<file path="config.mk">
export PLATFORM = sky130hd
export DESIGN_NAME = pwm_meas
export DESIGN_NICKNAME = d
export VERILOG_FILES = /design/src/rtl/pwm_pkg.sv /design/src/rtl/sync_edge.sv /design/src/rtl/pwm_meas.sv
export SDC_FILE = /design/constraint.sdc
export NUM_CORES = 1
export LEC_CHECK = 0
export ABC_AREA = 1
export CELL_PAD_IN_SITES_DETAIL_PLACEMENT = 1
export CELL_PAD_IN_SITES_GLOBAL_PLACEMENT = 2
export CORE_ASPECT_RATIO = 1.5
export CORE_UTILIZATION = 35
export CTS_CLUSTER_DIAMETER = 80
export DETAILED_ROUTE_END_ITERATION = 6
export HOLD_SLACK_MARGIN = 0.08
export MAX_ROUTING_LAYER = met4
export PLACE_DENSITY = 0.87
export SYNTH_ARGS = -nofsm -noshare
export SYNTH_HDL_FRONTEND = slang
export SYNTH_HIERARCHICAL = 1
export SYNTH_SLANG_ARGS = --single-unit
</file>
<file path="constraint.sdc">
create_clock -name clk -period 2.3 [get_ports clk]
set_input_delay 0.46 -clock clk [delete_from_list [all_inputs] [get_ports clk]]
set_output_delay 0.46 -clock clk [all_outputs]
set_load 0.01 [all_outputs]
</file>
<file path="src/rtl/pwm_pkg.sv">
// Shared definitions for the PWM link: default sizing and the decoder FSM state encoding.
package pwm_pkg;

  localparam int PWM_CNT_W    = 10;
  localparam int PWM_PERIOD   = 2 ** PWM_CNT_W;
  localparam int PWM_SYNC_STG = 2;
  localparam int PWM_TIMEOUT  = 4096;

  typedef enum logic [1:0] {
    WAIT_RISE = 2'd0,
    MEAS_HI   = 2'd1,
    MEAS_LO   = 2'd2
  } pwm_state_t;

endpackage

</file>
<file path="src/rtl/sync_edge.sv">
// Multi-flop synchronizer for an asynchronous level, followed by one edge-detect flop.
module sync_edge #(
  parameter int SYNC_STG = 2
) (
  input  logic clk,
  input  logic rst_n,
  input  logic din,
  output logic lvl,
  output logic rise,
  output logic fall
);

  logic [SYNC_STG-1:0] sync_reg;
  logic                prev_reg;
  logic [SYNC_STG:0]   fill_reg;
  logic                armed;

  always_ff @(posedge clk or negedge rst_n) begin
    if (!rst_n) begin
      sync_reg <= '0;
      prev_reg <= 1'b0;
      fill_reg <= '0;
    end else begin
      sync_reg <= {sync_reg[SYNC_STG-2:0], din};
      prev_reg <= sync_reg[SYNC_STG-1];
      fill_reg <= {fill_reg[SYNC_STG-1:0], 1'b1};
    end
  end

  // Edges are only trusted once the whole chain holds real samples, so a line
  // that is already high when reset releases does not look like a rising edge.
  assign armed = &fill_reg;
  assign lvl   = sync_reg[SYNC_STG-1];
  assign rise  = armed & lvl & ~prev_reg;
  assign fall  = armed & ~lvl & prev_reg;

endmodule

</file>
<file path="src/rtl/pwm_meas.sv">
// PWM capture/decoder: measures high time and rise-to-rise period of a synchronized PWM
// input and reports the duty code, period, framing error and loss of signal.
module pwm_meas
  import pwm_pkg::*;
#(
  parameter int CNT_W    = PWM_CNT_W,
  parameter int SYNC_STG = PWM_SYNC_STG,
  parameter int TIMEOUT  = PWM_TIMEOUT
) (
  input  logic             clk,
  input  logic             rst_n,
  input  logic             pwm_in,
  output logic [CNT_W-1:0] duty,
  output logic [CNT_W:0]   period,
  output logic             duty_vld,
  output logic             period_err,
  output logic             sig_lost
);

  localparam int                PERIOD   = 2 ** CNT_W;
  localparam int                TMO_W    = $clog2(TIMEOUT + 1);
  localparam logic [CNT_W:0]    PERIOD_C = (CNT_W + 1)'(PERIOD);
  localparam logic [TMO_W-1:0]  TMO_C    = TMO_W'(TIMEOUT);

  logic lvl, rise, fall;

  sync_edge #(.SYNC_STG(SYNC_STG)) u_sync_edge (
    .clk  (clk),
    .rst_n(rst_n),
    .din  (pwm_in),
    .lvl  (lvl),
    .rise (rise),
    .fall (fall)
  );

  pwm_state_t       state_reg;
  logic [CNT_W:0]   hi_cnt_reg, per_cnt_reg;
  logic [TMO_W-1:0] tmo_cnt_reg;
  logic [CNT_W-1:0] duty_reg;
  logic [CNT_W:0]   period_reg;
  logic             duty_vld_reg, period_err_reg, sig_lost_reg;

  logic [CNT_W:0]   hi_inc, per_inc, hi_m1;
  logic [TMO_W-1:0] tmo_inc;
  logic [CNT_W-1:0] duty_sat;

  assign hi_inc   = (&hi_cnt_reg)  ? hi_cnt_reg  : hi_cnt_reg + 1'b1;
  assign per_inc  = (&per_cnt_reg) ? per_cnt_reg : per_cnt_reg + 1'b1;
  assign tmo_inc  = (&tmo_cnt_reg) ? tmo_cnt_reg : tmo_cnt_reg + 1'b1;
  assign hi_m1    = hi_cnt_reg - 1'b1;
  assign duty_sat = hi_m1[CNT_W] ? '1 : hi_m1[CNT_W-1:0];

  always_ff @(posedge clk or negedge rst_n) begin
    if (!rst_n) begin
      state_reg      <= WAIT_RISE;
      hi_cnt_reg     <= '0;
      per_cnt_reg    <= '0;
      tmo_cnt_reg    <= '0;
      duty_reg       <= '0;
      period_reg     <= '0;
      duty_vld_reg   <= 1'b0;
      period_err_reg <= 1'b0;
      sig_lost_reg   <= 1'b0;
    end else begin
      duty_vld_reg <= 1'b0;
      per_cnt_reg  <= per_inc;
      tmo_cnt_reg  <= tmo_inc;
      case (state_reg)
        WAIT_RISE: begin
          if (rise) begin
            hi_cnt_reg  <= 1;
            per_cnt_reg <= 1;
            state_reg   <= MEAS_HI;
          end
        end
        MEAS_HI: begin
          if (fall) begin
            state_reg <= MEAS_LO;
          end else if (hi_cnt_reg == PERIOD_C && lvl) begin
            // A full frame of high acts as a frame boundary, including for the timeout.
            duty_reg       <= '1;
            period_reg     <= PERIOD_C;
            period_err_reg <= 1'b0;
            duty_vld_reg   <= 1'b1;
            hi_cnt_reg     <= 1;
            per_cnt_reg    <= 1;
            tmo_cnt_reg    <= 1;
          end else begin
            hi_cnt_reg <= hi_inc;
          end
        end
        MEAS_LO: begin
          if (rise) begin
            duty_reg       <= duty_sat;
            period_reg     <= per_cnt_reg;
            period_err_reg <= (per_cnt_reg != PERIOD_C);
            duty_vld_reg   <= 1'b1;
            hi_cnt_reg     <= 1;
            per_cnt_reg    <= 1;
            state_reg      <= MEAS_HI;
          end
        end
        default: state_reg <= WAIT_RISE;
      endcase
      // A rise in the same cycle as the timeout wins and keeps the link alive.
      if (rise) begin
        tmo_cnt_reg  <= 1;
        sig_lost_reg <= 1'b0;
      end else if (tmo_cnt_reg >= TMO_C) begin
        sig_lost_reg <= 1'b1;
        duty_reg     <= '0;
        duty_vld_reg <= 1'b0;
        state_reg    <= WAIT_RISE;
      end
    end
  end

  assign duty       = duty_reg;
  assign period     = period_reg;
  assign duty_vld   = duty_vld_reg;
  assign period_err = period_err_reg;
  assign sig_lost   = sig_lost_reg;

endmodule

</file>
# Yosys cells after proc, flatten, opt, wreduce, memory -nomap -nowiden
# Index checks and enable logic that the tools add are counted.
# word_totals
word_cells,87
in_bits,3
output_inout_bits,24
register_bits,67
# op_classes
n_bitwise,6
eq_ne,9
reduce_logical,12
n_lt_le_gt_ge,1
addsub,4
muxes,43
# ops
cell,n
11-bit two-way mux,11
11-bit one-hot mux with 2 select lines,3
13-bit two-way mux,5
10-bit two-way mux,6
"11-bit by 1-bit adder with 11-bit output, second input constant",2
11-bit AND reduction,2
10-bit one-hot mux with 2 select lines,1
"13-bit by 1-bit adder with 13-bit output, second input constant",1
"13-bit >= comparator, second input constant",1
13-bit AND reduction,1
"11-bit == test, second input constant",1
"11-bit != test, second input constant",1
"11-bit by 1-bit subtractor with 11-bit output, second input constant",1
1-bit two-way mux,10
2-bit two-way mux,4
4-bit AND reduction,2
"2-bit != test, second input constant",3
2-bit nonzero test,3
1-bit bitwise AND,4
1-bit one-hot mux with 2 select lines,2
2-bit one-hot mux with 2 select lines,1
"3-bit != test, second input constant",1
3-bit AND reduction,1
"2-bit by 1-bit == test with 1-bit output, second input constant",1
other kinds (6),7

# Depth between registers and ports, before layout
# depth
ltp_word,7
ltp_mapped,11
ltp_nobuf,11

# Modules after synthesis
# Netlist, hierarchy kept.
# modules_own_cells
mod,instances,area_per_inst_um2,cells_each,seq_area_each_um2
pwm_meas,1,3736.1,494,1526.5
sync_edge,1,181.4,14,150.1

# Worst setup path after synthesis
# OpenSTA, ideal clock, no wires.
# synth_path
path_kind,reg-to-reg
from,reg state_reg[0]
to,reg per_cnt_reg[10]
setup_time_ps,127
synth_period_minus_slack_ps,1661
arrival_time_ps,1534
path_slack_ps,639
path_stages_with_launch,8
path_cell_list,dfrtp_1 > inv_1 > ha_1 > nor2_4 > inv_1 > a211oi_2 > nand2_1 > a21boi_0
# synth_via
elab_chain_cells,3
word_cells_on_any_way,5
cone_classes,eq/ne (2); mux (1); reduce/logical (2)
# synth_rtl
item,line_no,text
"start, declared",pwm_meas.sv:36,pwm_state_t state_reg;
"start signal, assigned",pwm_meas.sv:55,state_reg <= WAIT_RISE;
"start signal, assigned",pwm_meas.sv:73,state_reg <= MEAS_HI;
"start signal, assigned",pwm_meas.sv:78,state_reg <= MEAS_LO;
2-bit == test or 2-bit zero test (tied branches),pwm_meas.sv:68,case (state_reg)
2-bit OR reduction (no line),n/a,
11-bit one-hot mux with 2 select lines *,pwm_meas.sv:68,
"end signal, assigned",pwm_meas.sv:66,per_cnt_reg <= per_inc;
"end, declared",pwm_meas.sv:37,"logic [CNT_W:0] hi_cnt_reg, per_cnt_reg;"
# Mark *: on every way between the ends. The rest lies on a longest branch, timed or not.
# A chain may end at the register's enable or synchronous reset.

# Worst setup path after layout
# layout_path
from,reg state_reg[1]
to,reg tmo_cnt_reg[1]
# layout_via
elab_chain_cells,3
# layout_rtl
item,line_no,text
2-bit by 1-bit == test with 1-bit output,pwm_meas.sv:68,
13-bit two-way mux,pwm_meas.sv:68,
13-bit two-way mux,pwm_meas.sv:106,if (rise) begin
"end signal, assigned",pwm_meas.sv:67,tmo_cnt_reg <= tmo_inc;
"end, declared",pwm_meas.sv:38,logic [TMO_W-1:0] tmo_cnt_reg;
# No other way between the ends.

==> reports/metrics.yaml <==
power:
  leakagePower_nw: 2.21
  power-per-cell-area_mw_per_mm2: 1040
  power.ir.vdd_worst_mv: 0.500
hold_path:
  hold_path.class: "input pin to async pin"
routing:
  drt-total-wl_mm: 10.3
  detailedRoute.firstPassIterationCount: 4
  drc: 0
  avgRoutedWirePerCell_um: 14.8
  detailroute.via_count: 3482
  antenna_left: 0
  drt_iter0_markers: 81
  vias_per_cell: 5.00
setup_path:
  endpoint_kind: "flip-flop"
  cp.arrival_ps: 2170
  path_class: "flip-flop to flip-flop"
  timing.reg2reg.worst_path_depth: 9
  reg_to_reg_slack_setup_ps: 340
  crit_path_max_delay_cell_type: "dfrtp_1"
  cp_cell_sequence: "inv_1, ha_1, inv_1, nor2_1, nand3_4, nand2_2, inv_1, o21ai_0, a21oi_1"
  crit_top_cell: "inv_1"
  cp_max_fo: 7
  cp_launch_point: "state_reg[1]"
  critical_path.endpoint: "tmo_cnt_reg[1]"
  critical_path.max_stage_delay_ps: 420
  crit_required_ps: 2520
  r2r-start: "state_reg[1]"
  ff_to_ff_end: "tmo_cnt_reg[1]"
  startpoint_type: "flip-flop"
synth:
  synth_top_cells_by_area: "dfrtp_1 (43%), nand2_1 (12%), inv_1 (6.1%)"
  synth.top_cell.area_share: 0.428
  yosys_register_bits: 67
  synth.largest_area_cell: "dfrtp_1"
  synthesis.yosys.warnings: 6
  dominantRegCellSynth: "dfrtp_1"
  synth-async-reset-ratio: 1.00
  postSynthCellCount: 508
  portion_of_the_post_synthesis_area_used_by_sequential_elements: 0.428
  synth_cell_type_count: 37
  mappedNetlistNets: 522
  syn_area_mm2: 0.00392
  postSynthAreaPerCell_um2: 7.71
  synth-edff-count: 0
final_layout:
  total_number_of_nets_in_the_final_design: 558
  mostFrequentLayoutCell: "nand2_1"
  largest_register_ff_count: 13
  highest_count_cells_in_the_layout_ignoring_fill_and_taps: "nand2_1 (127), dfrtp_1 (67), inv_1 (64), nor2_1 (64), o21ai_0 (30)"
  postLayoutCoreUtil: 0.429
  insertedDiodeCount: 0
  post_route_cells_drive_above_1_share: 0.111
  area_growth_pct: 19.6
timing:
  finalClockSkew_ps: 12.1
  drv_slew: 0
  finalSetupTns_ps: 0
  finalCritPeriodShare: 0.850
  timing.slew.headroom: 0.633
  period_minus_slack_ps: 1960
  final.hold.worst_slack_ps: 131
  grt_setup_unrepaired: "no"
  finalHoldViolCount: 0
  fmax_ghz: 0.511
  timing_worst_slew_pin_value_ps: 549
  setup_viol_count_final: 0
floorplan:
  io_pins: 27
  fp.dieW_um: 88.4
  die_footprint_mm2: 0.0116
  rows: 47
  initial_core_util: 0.358
  coreArea_mm2: 0.0109
  die-height_um: 132
clock_network:
  htreeDepth: 3
  max-clock-path-buffers: 2
  postCtsSetupRepairBufs: 0
  cts_tree: "built"
  cts.sinks: 67
  post_cts_resized: 0
  clock_latency_ps: 340
  clk_pin_slew_worst_setup_hold_paths_ps: 60
  cts-root-buf: "clkbuf_16"
  cts.hold.buffers_added: 0
  cts_buffers: 9
global_routing:
  vias_in_the_first_global_route: 3632
  grt_pass1_wl_mm: 17.3
  grt_max_degree: 68
  globalRoute.totalOverflow: 0
  antenna_found_initial: 0
  grt_use_total: 0.201
flow_run:
  cap_viol_max_count: 0
placement:
  place_congestion: 0.904
  buffer_ports.inserted: 26
  post-dp-hpwl_mm: 7.67
run_status:
  run_status: "completed"
-- worst min-delay path by stage --
stage | endpoint | slack (ps) | cells past startpoint
after global routing | tmo_cnt_reg[2] | 170 | 2
after detailed placement | u_sync_edge/sync_reg[1] | 340 | 0
after CTS | tmo_cnt_reg[2] | 150 | 2
after global placement | u_sync_edge/sync_reg[1] | 350 | 0
after floorplan | duty[0] | 160 | 0
final | tmo_cnt_reg[2] | 130 | 2
-- metrics by stage --
stage          std cells  instance area (µm²)  total power [mW]  setup slack, ps
2_1_floorplan        508                 3920              2.79              639
3_3_place_gp         680                 4360              3.33              357
3_5_place_dp         680                 4360              3.39              345
4_1_cts              696                 4690              4.96              323
5_1_grt              696                 4690              5.22              130
6_report             696                 4690              4.87              345
-- final cells by class --
| class | instances | area (µm²) |
|---|---|---|
| Multi-Input combinational cell | 366 | 1930 |
| Tap cell | 147 | 184 |
| Fill cell | 1391 | 6250 |
| Inverter | 67 | 251 |
| Sequential cell | 67 | 1680 |
| Timing Repair Buffer | 33 | 320 |
| Clock buffer | 12 | 256 |
| Clock inverter | 4 | 72.6 |
-- critical path: cells and delay by family, from the launching register on --
family                   cells  cell delay (ps)
AND/OR/NAND/NOR              3              510
buffers and inverters        3              450
flip-flops                   1              420
adder cells (fa/ha/maj)      1              290
AO/OA/AOI/OAI                2              160
-- report_power, final --
group          switching, mW  internal [mW]  total (mW)
clock network          0.525           1.01        1.53
registers              0.257           1.41        1.66
logic                   1.03          0.650        1.68
total                   1.81           3.06        4.87
-- logic make-up after synthesis --
group | share of synthesized area
simple gates | 0.305
flops | 0.428
fa+ha+maj | 0.0351
other cells | 0.000957
xor+xnor | 0.0335
compound gates | 0.117
buf+inv | 0.0805
-- cells in the mapped netlist (5+ instances only) --
cell and count:
inv_1 64, nand2_1 127, xor2_1 13, a21oi_1 26, nand3_1 29, nand2_2 6
o21ai_2 12, nor3_1 11, o21ai_0 30, nand4_1 5, dfrtp_1 67, nor2_1 64
ha_1 11
-- metal layers --
metal  wire length (µm)  vias up  track usage
met5                  0        -            -
met4                387        0        0.104
li1                   -     1689            -
met1               3890     1706        0.204
met2               5760       56        0.355
met3                271       31       0.0396
No activity file was read; power rests on OpenSTA's default activity.
